==> src/rtl/jk_sync_counter_if.sv <==
// Bus bundle for jk_sync_counter: count controls in, JK state and excitation out.
// The master drives the controls; the counter (slave) drives state, excitation and flags.
interface jk_sync_counter_if #(
  parameter int WIDTH = 4
);
  logic             en;
  logic             up_dn;
  logic             load;
  logic [WIDTH-1:0] load_val;
  logic [WIDTH-1:0] Q;
  logic [WIDTH-1:0] Qb;
  logic [WIDTH-1:0] J;
  logic [WIDTH-1:0] K;
  logic             tc;
  logic             load_err;

  modport master (
    output en, up_dn, load, load_val,
    input  Q, Qb, J, K, tc, load_err
  );

  modport slave (
    input  en, up_dn, load, load_val,
    output Q, Qb, J, K, tc, load_err
  );
endinterface

==> src/rtl/jk_sync_counter.sv <==
// Modulo-MODULUS up/down counter held in JK cells; exports the per-bit J/K
// excitation so downstream JK stages can be driven and cross-checked.
module jk_sync_counter #(
  parameter int WIDTH   = 4,
  parameter int MODULUS = 10
) (
  input  logic               clk,
  input  logic               rst,
  jk_sync_counter_if.slave   bus
);

  localparam logic [WIDTH-1:0] MAX_VAL = WIDTH'(MODULUS - 1);
  localparam logic [WIDTH:0]   MOD_EXT = (WIDTH + 1)'(MODULUS);

  logic [WIDTH-1:0] q_q;
  logic [WIDTH-1:0] q_d;
  logic             load_err_q;
  logic             load_err_d;
  logic             load_ok;
  logic             at_max;
  logic             at_zero;
  logic [WIDTH-1:0] q_inc;
  logic [WIDTH-1:0] q_dec;
  logic [WIDTH-1:0] j_vec;
  logic [WIDTH-1:0] k_vec;
  logic [WIDTH-1:0] q_jk;

  // With MODULUS == 2**WIDTH every load_val is in range, so nothing is rejected.
  assign load_ok = ({1'b0, bus.load_val} < MOD_EXT);
  assign at_max  = (q_q == MAX_VAL);
  assign at_zero = (q_q == '0);
  assign q_inc   = at_max  ? '0      : q_q + 1'b1;
  assign q_dec   = at_zero ? MAX_VAL : q_q - 1'b1;

  // Target value N; reset is kept out so J/K still reflect the inputs under rst.
  always_comb begin
    q_d        = q_q;
    load_err_d = 1'b0;
    if (bus.load) begin
      if (load_ok) begin
        q_d = bus.load_val;
      end else begin
        load_err_d = 1'b1;
      end
    end else if (bus.en) begin
      q_d = bus.up_dn ? q_inc : q_dec;
    end
  end

  assign j_vec = ~q_q & q_d;
  assign k_vec = q_q & ~q_d;
  assign q_jk  = (j_vec & ~q_q) | (~k_vec & q_q);

  always_ff @(posedge clk) begin
    if (rst) begin
      q_q        <= '0;
      load_err_q <= 1'b0;
    end else begin
      q_q        <= q_jk;
      load_err_q <= load_err_d;
    end
  end

  assign bus.Q        = q_q;
  assign bus.Qb       = ~q_q;
  assign bus.J        = j_vec;
  assign bus.K        = k_vec;
  assign bus.load_err = load_err_q;
  assign bus.tc       = bus.en & ~bus.load &
                        ((bus.up_dn & at_max) | (~bus.up_dn & at_zero));

  a_jk_tracks_n: assert property (@(posedge clk) !rst |=> (q_q == $past(q_d)));
  a_jk_exclusive: assert property (@(posedge clk) (j_vec & k_vec) == '0);

endmodule

==> src/flat_wrapper.sv <==
// flat-port wrapper written by rule: the top's interface ports become plain ports
module jk_sync_counter_flat 
#(
  parameter int WIDTH   = 4,
  parameter int MODULUS = 10
)
  (clk, rst, bus_en, bus_up_dn, bus_load, bus_load_val, bus_Q, bus_Qb, bus_J, bus_K, bus_tc, bus_load_err);
  jk_sync_counter_if #(.WIDTH(WIDTH)) bus_i ();
  input  logic clk;
  input  logic rst;
  input wire logic [$bits(bus_i.en)-1:0] bus_en;
  input wire logic [$bits(bus_i.up_dn)-1:0] bus_up_dn;
  input wire logic [$bits(bus_i.load)-1:0] bus_load;
  input wire logic [$bits(bus_i.load_val)-1:0] bus_load_val;
  output wire logic [$bits(bus_i.Q)-1:0] bus_Q;
  output wire logic [$bits(bus_i.Qb)-1:0] bus_Qb;
  output wire logic [$bits(bus_i.J)-1:0] bus_J;
  output wire logic [$bits(bus_i.K)-1:0] bus_K;
  output wire logic [$bits(bus_i.tc)-1:0] bus_tc;
  output wire logic [$bits(bus_i.load_err)-1:0] bus_load_err;
  assign bus_i.en = bus_en;
  assign bus_i.up_dn = bus_up_dn;
  assign bus_i.load = bus_load;
  assign bus_i.load_val = bus_load_val;
  assign bus_Q = bus_i.Q;
  assign bus_Qb = bus_i.Qb;
  assign bus_J = bus_i.J;
  assign bus_K = bus_i.K;
  assign bus_tc = bus_i.tc;
  assign bus_load_err = bus_i.load_err;
  jk_sync_counter #(.WIDTH(WIDTH), .MODULUS(MODULUS)) u_core (.clk(clk), .rst(rst), .bus(bus_i));
endmodule
==> config.mk <==
export PLATFORM = sky130hd
export DESIGN_NAME = jk_sync_counter_flat
export DESIGN_NICKNAME = d
export VERILOG_FILES = /design/src/rtl/jk_sync_counter_if.sv /design/src/rtl/jk_sync_counter.sv /design/src/flat_wrapper.sv
export SDC_FILE = /design/constraint.sdc
export NUM_CORES = 1
export LEC_CHECK = 0
export ABC_CLOCK_PERIOD_IN_PS = 2600
export CORE_UTILIZATION = 30
export CTS_BUF_LIST = sky130_fd_sc_hd__clkbuf_16
export CTS_CLUSTER_SIZE = 16
export DETAILED_ROUTE_END_ITERATION = 10
export PLACE_DENSITY = 0.63
export SYNTH_ARGS = -nofsm -noshare
export SYNTH_HDL_FRONTEND = slang
export SYNTH_SLANG_ARGS = --single-unit
==> constraint.sdc <==
create_clock -name clk -period 2.6 [get_ports clk]
set_input_delay 0.52 -clock clk [delete_from_list [all_inputs] [get_ports clk]]
set_output_delay 0.52 -clock clk [all_outputs]
set_load 0.01 [all_outputs]
### After elaboration in Yosys (flattened, before gate mapping)

Cells that the tools add are included.

| cells by class | value |
|---|---|
| muxes and demuxes | 7 |
| equal/unequal tests | 1 |
| order comparisons | 1 |
| add/subtract/negate cells | 2 |
| reduce and logical (&&, ||, !) cells | 2 |
| bitwise logic cells | 15 |

Operator list:

| kind | count |
|---|---|
| $mux W4 | 6 |
| $and A4 B4 Y4 | 4 |
| $not A4 Y4 | 3 |
| $add A4 B1 Y4 const B | 1 |
| $and A1 B1 Y1 | 4 |
| $eq A4 B4 Y1 const B | 1 |
| $logic_not A4 Y1 | 1 |
| $lt A4 B4 Y1 const B | 1 |
| $or A4 B4 Y4 | 1 |
| $sub A4 B1 Y4 const B | 1 |
| $not A1 Y1 | 2 |
| $reduce_or A2 Y1 | 1 |
| $mux W1 | 1 |
| $or A1 B1 Y1 | 1 |

| word-level totals | value |
|---|---|
| input port bits | 9 |
| flip-flop bits (word level) | 5 |
| output and inout bits | 18 |
| logic and storage cells | 30 |

### Longest topological paths before layout

Gate-level depths: netlist of run 1.

| logic depth | value |
|---|---|
| depth after elaboration | 10 |
| gate-level depth with buffers | 7 |
| mapped depth without buffers | 6 |

### Least setup slack after synthesis of run 1

OpenSTA, ideal clock, no wires.

| path | value |
|---|---|
| path type | register -> output |
| from | register u_core.q_q[1], in the netlist u_core.bus.Q[1] |
| to | output port bus_K[1] |
| required time | 2.080 ns |
| data arrival time | 1.879 ns |
| stages on the path, launching flop included | 8 |
| path buffers | 1 |
| path slack | 0.201 ns |
| cells stage by stage | dfxtp_1 -> buf_6 -> inv_1 -> ha_1 -> or3b_1 -> a21o_1 -> and3_4 -> o41ai_2 |

| on the way | value |
|---|---|
| word-level cells in the longest chain between the ends | 7 |
| elaborated cells between the ends (all ways) | 12 |
| classes of those cells | add/sub (2); eq/ne (1); mux (6); bitwise (2); reduce/logical (1) |

Ends and longest elaborated chain:

| item | RTL line | RTL |
|---|---|---|
| from (decl) | jk_sync_counter.sv:15 | `logic [WIDTH-1:0] q_q;` |
| from (signal assigned) | jk_sync_counter.sv:59 | `q_q <= q_jk;` |
| $sub A4 B1 Y4 (tied with other cells) | jk_sync_counter.sv:33 | `assign q_dec = at_zero ? MAX_VAL : q_q - 1'b1;` |
| $mux W4, on equally long branches | jk_sync_counter.sv:33, jk_sync_counter.sv:32 |  |
| $mux W4 | jk_sync_counter.sv:46 | `q_d = bus.up_dn ? q_inc : q_dec;` |
| $mux W4 | jk_sync_counter.sv:45 | `end else if (bus.en) begin` |
| $mux W4 | jk_sync_counter.sv:39 | `if (bus.load) begin` |
| $not A4 Y4 | jk_sync_counter.sv:51 | `assign k_vec = q_q & ~q_d;` |
| $and A4 B4 Y4 (*) | jk_sync_counter.sv:51 |  |
| to (decl) | flat_wrapper.sv:18 | `output wire logic [$bits(bus_i.K)-1:0] bus_K;` |

Every way passes the cells marked *; elsewhere a longest branch is shown, timed or not.

### Worst setup path after layout of run 1

| path | value |
|---|---|
| from | register u_core.q_q[0], in the netlist u_core.bus.Q[0] |
| to | output port bus_K[1] |

| on the way | value |
|---|---|
| word-level cells in the longest chain between the ends | 7 |
| elaborated cells between the ends (all ways) | 11 |
| classes of those cells | add/sub (2); eq/ne (1); mux (5); bitwise (2); reduce/logical (1) |

Ends and longest elaborated chain:

| item | RTL line |
|---|---|
| $sub A4 B1 Y4 (tied with other cells) | jk_sync_counter.sv:33 |
| $mux W4, on equally long branches | jk_sync_counter.sv:33, jk_sync_counter.sv:32 |
| $mux W4 (*) | jk_sync_counter.sv:46 |
| $mux W4 (*) | jk_sync_counter.sv:45 |
| $mux W4 (*) | jk_sync_counter.sv:39 |
| $not A4 Y4 (*) | jk_sync_counter.sv:51 |
| $and A4 B4 Y4 (*) | jk_sync_counter.sv:51 |

Marks and branches as above.

==> results.json, run 1 <==
{
  "initial_cell_density_of_the_core_pct": 33.5,
  "top_layer": "met4",
  "number_of_antenna_violations_at_the_first_check_in_global_routing": 0,
  "mappedNetlistNets": 101,
  "crit_arrival_ns": 2.01,
  "design.core.area_sq_mm": 0.00182,
  "critical_path.startpoint_type": "flip-flop",
  "overflow_left_after_global_routing": 0,
  "p_leak_nw": 0.523,
  "yosysTopAreaCellShare_pct": 16.4,
  "synth.yosys.warnings": 0,
  "design.final.nets": 147,
  "route.detailed.drc": 0,
  "irDropWorstVdd_mv": 0.286,
  "htreeDepth": 1,
  "tritoncts_clock_tree": "built",
  "post-route-util_pct": 60.5,
  "ys_seq_elements": 5,
  "timing.critical_path.slowest_cell_delay_ns": 0.39,
  "relative_slew_margins_pct": 80.3,
  "cts_buffers": 3,
  "drtPass1Iterations": 4,
  "cpMaxStageDelayCell": "sky130_fd_sc_hd__or3b_4",
  "die_width_um": 47.1,
  "dr_wl_met3_um": 119,
  "synthTopCellsByArea": "sky130_fd_sc_hd__dfxtp_1 (16%), sky130_fd_sc_hd__nor2_1 (8.0%), sky130_fd_sc_hd__a21oi_1 (7.4%)",
  "final_layout_size_suffix_gt1_share_pct": 29.1,
  "min_period_over_period_pct": 97.2,
  "cts_root_buf": "sky130_fd_sc_hd__clkbuf_16",
  "totalNegativeSetupSlack_ns": 0,
  "path_buf_inv": 2,
  "max_cap_violations": 0,
  "finalWeightedCongestion": 0.786,
  "setup_violations": 0,
  "worstHoldPathType": "flip-flop to flip-flop",
  "mostFrequentLayoutCell": "sky130_fd_sc_hd__buf_4",
  "status": "finished clean",
  "clock_sinks": 5,
  "num_antenna_cells": 0,
  "critPathTopFamily": "simple AND/OR/NAND/NOR gates",
  "worstSetupEndpointType": "primary output",
  "fp-row-count": 15,
  "portBuffers": 26,
  "synthDistinctLibCells": 32,
  "finalMaxSlewViolations": 0,
  "avgViaCountPerCell": 5.14,
  "grt.total_usage_pct": 19.2,
  "clock.fmax_ghz": 0.396,
  "tightest_slew_ns": 0.295,
  "worstPathCellList": "inv_1 > ha_1 > or3b_4 > a21o_1 > and3_4 > o41ai_2 > buf_2",
  "crit_required_ns": 2.08,
  "fin_skew_ns": 0.000250,
  "syn2layout_area_growth_pct": 80.9,
  "drtIter0Drc": 10,
  "synth.yosys.seq_area_share_pct": 16.4,
  "via_count": 818,
  "postRouteWirelength_um": 1980,
  "met2_wirelength_um": 982,
  "synth_area_sq_um": 609,
  "place_ws_ns": -0.396,
  "power-per-cell-area_mw_per_mm2": 478,
  "fill_cells": 176,
  "met1_wire_length_um": 860,
  "cts-root-to-sink-buffers": 2,
  "finalCriticalPeriod_ns": 2.53,
  "synth.avg_cell_area_sq_um": 6.85,
  "worst-setup-path-type": "flip-flop to primary output",
  "most_frequent_cells_in_the_layout": "sky130_fd_sc_hd__buf_4 (21), sky130_fd_sc_hd__nor2_1 (12), sky130_fd_sc_hd__clkdlybuf4s50_1 (12)",
  "finalWorstSetupSlack_ns": 0.0717,
  "die_height_um": 47.1,
  "path_clk_slew_ns": 0.03,
  "netlist.top_cell.by_area": "sky130_fd_sc_hd__dfxtp_1",
  "critical_path.max_fanout": 3,
  "postSynthCellCount": 89,
  "clkLatencyLatePin_ns": 0.23,
  "avgRoutedWirePerCell_um": 12.4,
  "design.die.area_sq_mm": 0.00222,
  "grt_max_degree": 13,
  "timing_hold_violations_final": 0,
  "fin_hold_ws_ns": 0.708,
  "setup_repair_after_global_routing_missed_its_margin": "no",
  "number_of_global_route_vias_before_repair": 685,
  "io_pins": 27,
  "place_hpwl_um": 1540,
  "ant_nets": 0,
  "grt_pass1_wl_um": 2900
}
## cells in the mapped netlist
| cell | number |
|---|---|
| sky130_fd_sc_hd__a21o_1 | 1 |
| sky130_fd_sc_hd__a21oi_1 | 9 |
| sky130_fd_sc_hd__a32o_1 | 2 |
| sky130_fd_sc_hd__a32oi_1 | 1 |
| sky130_fd_sc_hd__and3_1 | 2 |
| sky130_fd_sc_hd__and3_4 | 1 |
| sky130_fd_sc_hd__and4b_1 | 1 |
| sky130_fd_sc_hd__buf_2 | 3 |
| sky130_fd_sc_hd__buf_6 | 1 |
| sky130_fd_sc_hd__clkbuf_1 | 3 |
| sky130_fd_sc_hd__dfxtp_1 | 5 |
| sky130_fd_sc_hd__ha_1 | 3 |
| sky130_fd_sc_hd__inv_1 | 7 |
| sky130_fd_sc_hd__inv_2 | 1 |
| sky130_fd_sc_hd__nand2_1 | 7 |
| sky130_fd_sc_hd__nand2b_1 | 3 |
| sky130_fd_sc_hd__nand3_1 | 4 |
| sky130_fd_sc_hd__nand4_1 | 1 |
| sky130_fd_sc_hd__nor2_1 | 13 |
| sky130_fd_sc_hd__nor3_1 | 2 |
| sky130_fd_sc_hd__o2111a_1 | 1 |
| sky130_fd_sc_hd__o2111ai_2 | 1 |
| sky130_fd_sc_hd__o211ai_1 | 1 |
| sky130_fd_sc_hd__o21ai_0 | 6 |
| sky130_fd_sc_hd__o21bai_1 | 1 |
| sky130_fd_sc_hd__o221ai_1 | 1 |
| sky130_fd_sc_hd__o311a_1 | 3 |
| sky130_fd_sc_hd__o31ai_1 | 1 |
| sky130_fd_sc_hd__o41ai_2 | 1 |
| sky130_fd_sc_hd__or2_2 | 1 |
| sky130_fd_sc_hd__or3b_1 | 1 |
| sky130_fd_sc_hd__or4b_1 | 1 |
## logic make-up after synthesis
group | after synthesis | synth area share [%]
compound gates | 29 | 35.3
simple gates | 37 | 31.0
buf+inv | 15 | 11.1
flops | 5 | 16.4
fa+ha+maj | 3 | 6.16
## through the flow
step / area [sq um] / instances / power, mW
5_1_grt: 1100 / 159 / 0.551
3_3_place_gp: 1010 / 153 / 0.273
2_1_floorplan: 609 / 89 / 0.180
6_report: 1100 / 159 / 0.527
3_5_place_dp: 1010 / 153 / 0.276
4_1_cts: 1100 / 159 / 0.527
## final timing paths
kind | start | end | slack (ns) | depth (start not counted)
hold reg to reg | u_core.bus.Q[3] | u_core.bus.Q[3] | 0.71 | 2
hold / removal | u_core.bus.Q[3] | u_core.bus.Q[3] | 0.71 | 2
setup reg to reg | u_core.bus.Q[0] | u_core.bus.Q[1] | 0.89 | 6
setup / recovery | u_core.bus.Q[0] | bus_K[1] | 0.07 | 7
## sequential cells by signal, indices dropped and copies added (netlist names)
name	cells
u_core.bus.load_err	1
u_core.bus.Q	4
## final cells by class
class                   instances  area, sq um  area share, %
multi-input cells              69          457           41.4
repair buffers                 48          404           36.7
flip-flops and latches          5          101           9.19
clock buffers                   3         75.1           6.81
well taps                      25         31.3           2.84
inverters                       8         30.0           2.72
clock inverters                 1         3.75          0.341
## per-layer routing
| metal | vias to the layer above | global-route usage (%) |
|---|---|---|
| li1 | 412 | - |
| met2 | 28 | 33.3 |
| met4 | 0 | 6.86 |
| met3 | 2 | 5.38 |
| met1 | 376 | 22.4 |
| met5 | - | 0 |
## worst reg2reg max path, cell delays in order, from the launching register on
cell                      delay [ns]
sky130_fd_sc_hd__dfxtp_1        0.30
sky130_fd_sc_hd__inv_1          0.07
sky130_fd_sc_hd__ha_1           0.16
sky130_fd_sc_hd__or3b_4         0.39
sky130_fd_sc_hd__a21o_1         0.18
sky130_fd_sc_hd__and3_4         0.18
sky130_fd_sc_hd__o311a_1        0.32
## power by group
part,internal [mW],switching [mW]
registers,0.0832,0.00424
clock network,0.199,0.0536
logic,0.0969,0.0897
total,0.379,0.148
## timing repair
action | CTS | global route
setup buffers | 2 | 0
setup endpoints to repair | 9 | 3
hold buffers | 0 | 0
hold endpoints to repair | 0 | 0
resized for setup | 23 | 7
pin swaps | 3 | 1
Note: power is estimated with default switching activity, not from simulation.
==> inputs of run 2 (changes only) <==
--- a/config.mk
+++ b/config.mk
@@ -5,12 +5,12 @@
 export SDC_FILE = /design/constraint.sdc
 export NUM_CORES = 1
 export LEC_CHECK = 0
-export ABC_CLOCK_PERIOD_IN_PS = 2600
+export ABC_CLOCK_PERIOD_IN_PS = 2300
 export CORE_UTILIZATION = 30
 export CTS_BUF_LIST = sky130_fd_sc_hd__clkbuf_16
 export CTS_CLUSTER_SIZE = 16
 export DETAILED_ROUTE_END_ITERATION = 10
-export PLACE_DENSITY = 0.63
+export PLACE_DENSITY = 0.65
 export SYNTH_ARGS = -nofsm -noshare
 export SYNTH_HDL_FRONTEND = slang
 export SYNTH_SLANG_ARGS = --single-unit
==> constraint.sdc (replaced) <==
create_clock -name clk -period 2.3 [get_ports clk]
set_input_delay 0.46 -clock clk [delete_from_list [all_inputs] [get_ports clk]]
set_output_delay 0.46 -clock clk [all_outputs]
set_load 0.01 [all_outputs]
==> results.json, run 2 (synthesis gave the netlist of run 1 again) <==
{
  "status": "complete, but fails checks",
  "failed_checks": "negative setup slack",
  "postLayoutCellArea_sq_mm": 0.00121,
  "setup_repair_after_global_routing_missed_its_margin": "yes",
  "overflow_left_after_global_routing": 0,
  "avgRoutedWirePerCell_um": 14.0,
  "grt_use_met3_pct": 3.46,
  "number_of_global_route_vias_before_repair": 784,
  "mostFrequentLayoutCell": "sky130_fd_sc_hd__buf_4",
  "clock_sinks": 5,
  "tightest_slew_ns": 0.312,
  "finalWorstSetupSlack_ns": -0.0497,
  "fill_cells": 162,
  "worstSetupEndpointType": "primary output",
  "cts_buffers": 3,
  "most_frequent_cells_in_the_layout": "sky130_fd_sc_hd__buf_4 (28), sky130_fd_sc_hd__nor2_1 (12), sky130_fd_sc_hd__clkdlybuf4s50_1 (11)",
  "grt.total_usage_pct": 23.3,
  "crit_required_ns": 1.84,
  "avgViaCountPerCell": 5.31,
  "power-per-cell-area_mw_per_mm2": 522,
  "cts.hold.buffers_added": 0,
  "number_of_antenna_violations_at_the_first_check_in_global_routing": 0,
  "via_count": 887,
  "worstPathCellList": "clkinvlp_4 > ha_4 > or3b_4 > a21o_1 > and3_4 > o41ai_4 > buf_2",
  "p_leak_nw": 0.555,
  "finalMaxSlewViolations": 0,
  "met1_usage_pct": 29.2,
  "cts_root_buf": "sky130_fd_sc_hd__clkbuf_16",
  "design.final.nets": 155,
  "max_cap_violations": 0,
  "grt_max_degree": 15,
  "critical_path.max_fanout": 3,
  "worst_setup_path_startpoint": "u_core.bus.Q[1]",
  "finalWeightedCongestion": 0.781,
  "cpMaxStageDelayCell": "sky130_fd_sc_hd__or3b_4",
  "ant_nets": 0,
  "irDropWorstVdd_mv": 0.348,
  "timing.hold.worst.start": "u_core.bus.Q[0]",
  "design.die.area_sq_mm": 0.00222,
  "clkLatencyLatePin_ns": 0.23,
  "largest_register_ff_count": 4,
  "grt-busiest-layer": "met2",
  "drtIter0Drc": 41,
  "cts-root-to-sink-buffers": 2,
  "setup_violations": 3,
  "post-route-util_pct": 66.4,
  "worst-setup-path-type": "flip-flop to primary output",
  "fin_skew_ns": 0.00356,
  "pwr_total_mw": 0.630,
  "relative_slew_margins_pct": 79.2,
  "die_height_um": 47.1,
  "path_clk_slew_ns": 0.03,
  "portBuffers": 26,
  "postRouteWirelength_um": 2350,
  "design.core.area_sq_mm": 0.00182,
  "htreeDepth": 1,
  "num_antenna_cells": 0,
  "io_pins": 27,
  "grt_pass1_wl_um": 3570,
  "min_period_over_period_pct": 102,
  "place_hpwl_um": 1590,
  "use_met2_pct": 39.4,
  "die_width_um": 47.1,
  "dpl-instance-area_sq_mm": 0.00105,
  "route.detailed.drc": 0,
  "worstReg2RegStart": "u_core.bus.Q[1]",
  "clock.fmax_ghz": 0.426,
  "timing_hold_violations_final": 0,
  "worstHoldPathType": "flip-flop to flip-flop",
  "critical_path.startpoint_type": "flip-flop",
  "crit_arrival_ns": 1.89,
  "fp-row-count": 15,
  "drtPass1Iterations": 7,
  "tritoncts_clock_tree": "built",
  "final_layout_size_suffix_gt1_share_pct": 42.3,
  "syn2layout_area_growth_pct": 98.4,
  "timing.critical_path.slowest_cell_delay_ns": 0.38,
  "finalCriticalPeriod_ns": 2.35,
  "initial_cell_density_of_the_core_pct": 33.5
}
[run 2: final timing paths]
kind                     endpoint  slack [ns]  depth (start not counted)
setup / recovery         bus_K[1]       -0.05                          7
hold / removal    u_core.bus.Q[0]        0.75                          4
setup reg to reg  u_core.bus.Q[3]        0.45                         10
hold reg to reg   u_core.bus.Q[0]        0.75                          4
[run 2: metal layers]
| metal | routed length [um] | vias up |
|---|---|---|
| li1 | - | 430 |
| met1 | 1010 | 408 |
| met2 | 1170 | 39 |
| met3 | 114 | 10 |
| met4 | 52 | 0 |
| met5 | 0 | - |
[run 2: layout make-up]
cell class	count	area [sq um]	share of cell area, %
well taps	25	31.3	2.59
repair buffers	56	447	37.0
multi-input cells	69	515	42.7
clock inverters	1	3.75	0.311
clock buffers	3	75.1	6.21
flip-flops and latches	5	103	8.49
inverters	8	33.8	2.80
[run 2: critical path, delay by kind of cell (launching register included)]
family | cells | cell delay (ns)
and+or+nand+nor | 2 | 0.55
AOI/OAI and AO/OA | 2 | 0.37
DFF | 1 | 0.32
buffers and inverters | 2 | 0.27
adders and majority gates | 1 | 0.14
[run 2: report_power, final]
part	leakage, nW	total, mW	internal, mW	switching (mW)
clock	0.0423	0.281	0.225	0.0558
sequential	0.0419	0.0999	0.0944	0.00544
combinational	0.471	0.250	0.130	0.119
total	0.555	0.630	0.450	0.180
[run 2: timing repair]
action                                  CTS  global route
endpoints found under the setup margin    9             9
resized for setup                        53             5
setup buffers                             6             1
pin swaps                                12             3
[run 2: per-stage QoR]
stage / worst slack [ns] / hold slack (ns) / cells / TNS [ns]
final: -0.0497 / 0.750 / 167 / -0.108
after global routing: -0.112 / 0.777 / 167 / -0.369
after CTS: -0.0550 / 0.741 / 166 / -0.102
after detailed placement: -0.550 / 0.710 / 156 / -3.40
after global placement: -0.542 / 0.710 / 156 / -3.33
after floorplan: 0.0564 / 0.529 / 89 / 0
==> inputs of run 3 (changes only) <==
--- a/config.mk
+++ b/config.mk
@@ -6,11 +6,12 @@
 export NUM_CORES = 1
 export LEC_CHECK = 0
 export ABC_CLOCK_PERIOD_IN_PS = 2300
-export CORE_UTILIZATION = 30
+export CORE_MARGIN = 2
+export CORE_UTILIZATION = 36
 export CTS_BUF_LIST = sky130_fd_sc_hd__clkbuf_16
 export CTS_CLUSTER_SIZE = 16
 export DETAILED_ROUTE_END_ITERATION = 10
-export PLACE_DENSITY = 0.65
+export PLACE_DENSITY = 0.75
 export SYNTH_ARGS = -nofsm -noshare
 export SYNTH_HDL_FRONTEND = slang
 export SYNTH_SLANG_ARGS = --single-unit
==> results.json, run 3 (synthesis gave the netlist of run 1 again) <==
{
  "finalCriticalPeriod_ns": 2.38,
  "clock.fmax_ghz": 0.419,
  "route.detailed.drc": 0,
  "portBuffers": 26,
  "failed_checks": "negative setup slack",
  "power-per-cell-area_mw_per_mm2": 542,
  "cts_buffers": 3,
  "finalWorstSetupSlack_ns": -0.0840,
  "irDropWorstVdd_mv": 0.309,
  "place_inst": 146,
  "number_of_global_route_vias_before_repair": 832,
  "htreeDepth": 1,
  "grt_max_degree": 13,
  "avgRoutedWirePerCell_um": 16.1,
  "postRouteWirelength_um": 2500,
  "worstHoldPathType": "flip-flop to flip-flop",
  "critical_path.max_fanout": 3,
  "critical_path.startpoint_type": "flip-flop",
  "clock_sinks": 5,
  "drtIter0Drc": 36,
  "fin_hold_ws_ns": 0.744,
  "worstPathCellList": "clkinvlp_4 > ha_4 > or3b_4 > a21o_1 > and3_4 > o41ai_4 > buf_2",
  "path_buf_inv": 2,
  "seq_power_share_pct": 15.5,
  "path_clk_slew_ns": 0.04,
  "worst-setup-path-type": "flip-flop to primary output",
  "finalMaxSlewViolations": 0,
  "dr_wl_met3_um": 171,
  "timing.critical_path.slowest_cell_delay_ns": 0.39,
  "grt_pass1_wl_um": 3840,
  "crit_required_ns": 1.84,
  "p_leak_nw": 0.544,
  "most_frequent_cells_in_the_layout": "sky130_fd_sc_hd__buf_4 (24), sky130_fd_sc_hd__nor2_1 (13), sky130_fd_sc_hd__clkdlybuf4s50_1 (11)",
  "status": "complete, but fails checks",
  "mostFrequentLayoutCell": "sky130_fd_sc_hd__buf_4",
  "critPathTopFamily": "simple AND/OR/NAND/NOR gates",
  "setup_repair_after_global_routing_missed_its_margin": "yes",
  "tritoncts_clock_tree": "built",
  "swShare_pct": 30.4,
  "pwr_total_mw": 0.641,
  "min_period_over_period_pct": 104,
  "avgViaCountPerCell": 5.80,
  "place_hpwl_um": 1530,
  "worstSetupEndpointType": "primary output",
  "internal_power_component_mw": 0.447,
  "via_count": 899,
  "setup_violations": 4,
  "worst_setup_path_startpoint": "u_core.bus.Q[1]",
  "final_layout_size_suffix_gt1_share_pct": 41.0,
  "num_antenna_cells": 0,
  "cts_root_buf": "sky130_fd_sc_hd__clkbuf_16",
  "crit_arrival_ns": 1.92,
  "final_cells": 155,
  "initial_cell_density_of_the_core_pct": 39.5,
  "die_width_um": 45.1,
  "met1_wire_length_um": 1000,
  "cts.hold.buffers_added": 0,
  "overflow_left_after_global_routing": 0,
  "top_layer": "met4",
  "number_of_antenna_violations_at_the_first_check_in_global_routing": 0,
  "die_height_um": 45.1,
  "grt.total_usage_pct": 26.3,
  "fin_skew_ns": 0.000960,
  "largest_register_ff_count": 4,
  "power.net_switching_mw": 0.195,
  "met2_wirelength_um": 1310,
  "finalWeightedCongestion": 0.806,
  "clkLatencyLatePin_ns": 0.23,
  "place_ws_ns": -0.535,
  "ant_nets": 0,
  "syn2layout_area_growth_pct": 94.3,
  "design.final.nets": 152,
  "max_cap_violations": 0,
  "worstReg2RegStart": "u_core.bus.Q[1]",
  "drtPass1Iterations": 4,
  "power.clock.fraction_pct": 45.6,
  "io_pins": 27,
  "design.die.area_sq_mm": 0.00204,
  "cts-root-to-sink-buffers": 2,
  "cpMaxStageDelayCell": "sky130_fd_sc_hd__or3b_4",
  "tightest_slew_ns": 0.337,
  "design.core.area_sq_mm": 0.00154,
  "totalNegativeSetupSlack_ns": -0.182,
  "combinationalPowerShare_pct": 38.9,
  "relative_slew_margins_pct": 77.5,
  "fp-row-count": 14,
  "timing.hold.worst.start": "u_core.bus.Q[2]",
  "timing_hold_violations_final": 0
}
==> run 3: through the flow <==
stage | utilization, % | instance area, sq um
CTS | 75.1 | 1160
finish | 76.8 | 1180
global placement | 67.0 | 1030
floorplan | - | 624
detailed placement | 67.0 | 1030
global route | 76.8 | 1180
==> run 3: final timing paths <==
kind              slack [ns]  cells after the start         endpoint
hold reg to reg         0.74                      3  u_core.bus.Q[2]
setup reg to reg        0.48                      8  u_core.bus.Q[3]
setup / recovery       -0.08                      7         bus_K[1]
hold / removal          0.74                      3  u_core.bus.Q[2]
==> run 3: area by class of cell <==
| cell class | instances | area (sq um) |
|---|---|---|
| Clock buffer | 3 | 75.1 |
| Clock inverter | 1 | 3.75 |
| Fill cell | 113 | 358 |
| Inverter | 8 | 33.8 |
| Multi-Input combinational cell | 69 | 513 |
| Sequential cell | 5 | 101 |
| Tap cell | 16 | 20.0 |
| Timing Repair Buffer | 53 | 437 |
==> run 3: per-layer routing <==
layer / vias up / GRT usage (%)
met3: 2 / 6.00
met1: 428 / 29.9
li1: 425 / -
met2: 44 / 45.4
met4: 0 / 13.5
met5: - / 0
==> run 3: timing repair <==
action | CTS | global route
setup buffers | 3 | 2
pin swaps | 7 | 6
endpoints found under the setup margin | 9 | 8
resized for setup | 48 | 10
==> run 3: power by group through the flow <==
stage	sequential, mW	combinational, mW	clock (mW)
after floorplan	0.104	0.104	0
after global placement	0.0995	0.215	0
after detailed placement	0.0996	0.219	0
after CTS	0.0990	0.232	0.295
final	0.0994	0.249	0.293
after global routing	0.0999	0.266	0.302
==> run 3: tightest hold or removal path: cells and delay by family (launching register included) <==
family | cells | cell delay [ns]
flops | 1 | 0.30
compound gates | 2 | 0.21
buf+inv | 1 | 0.18
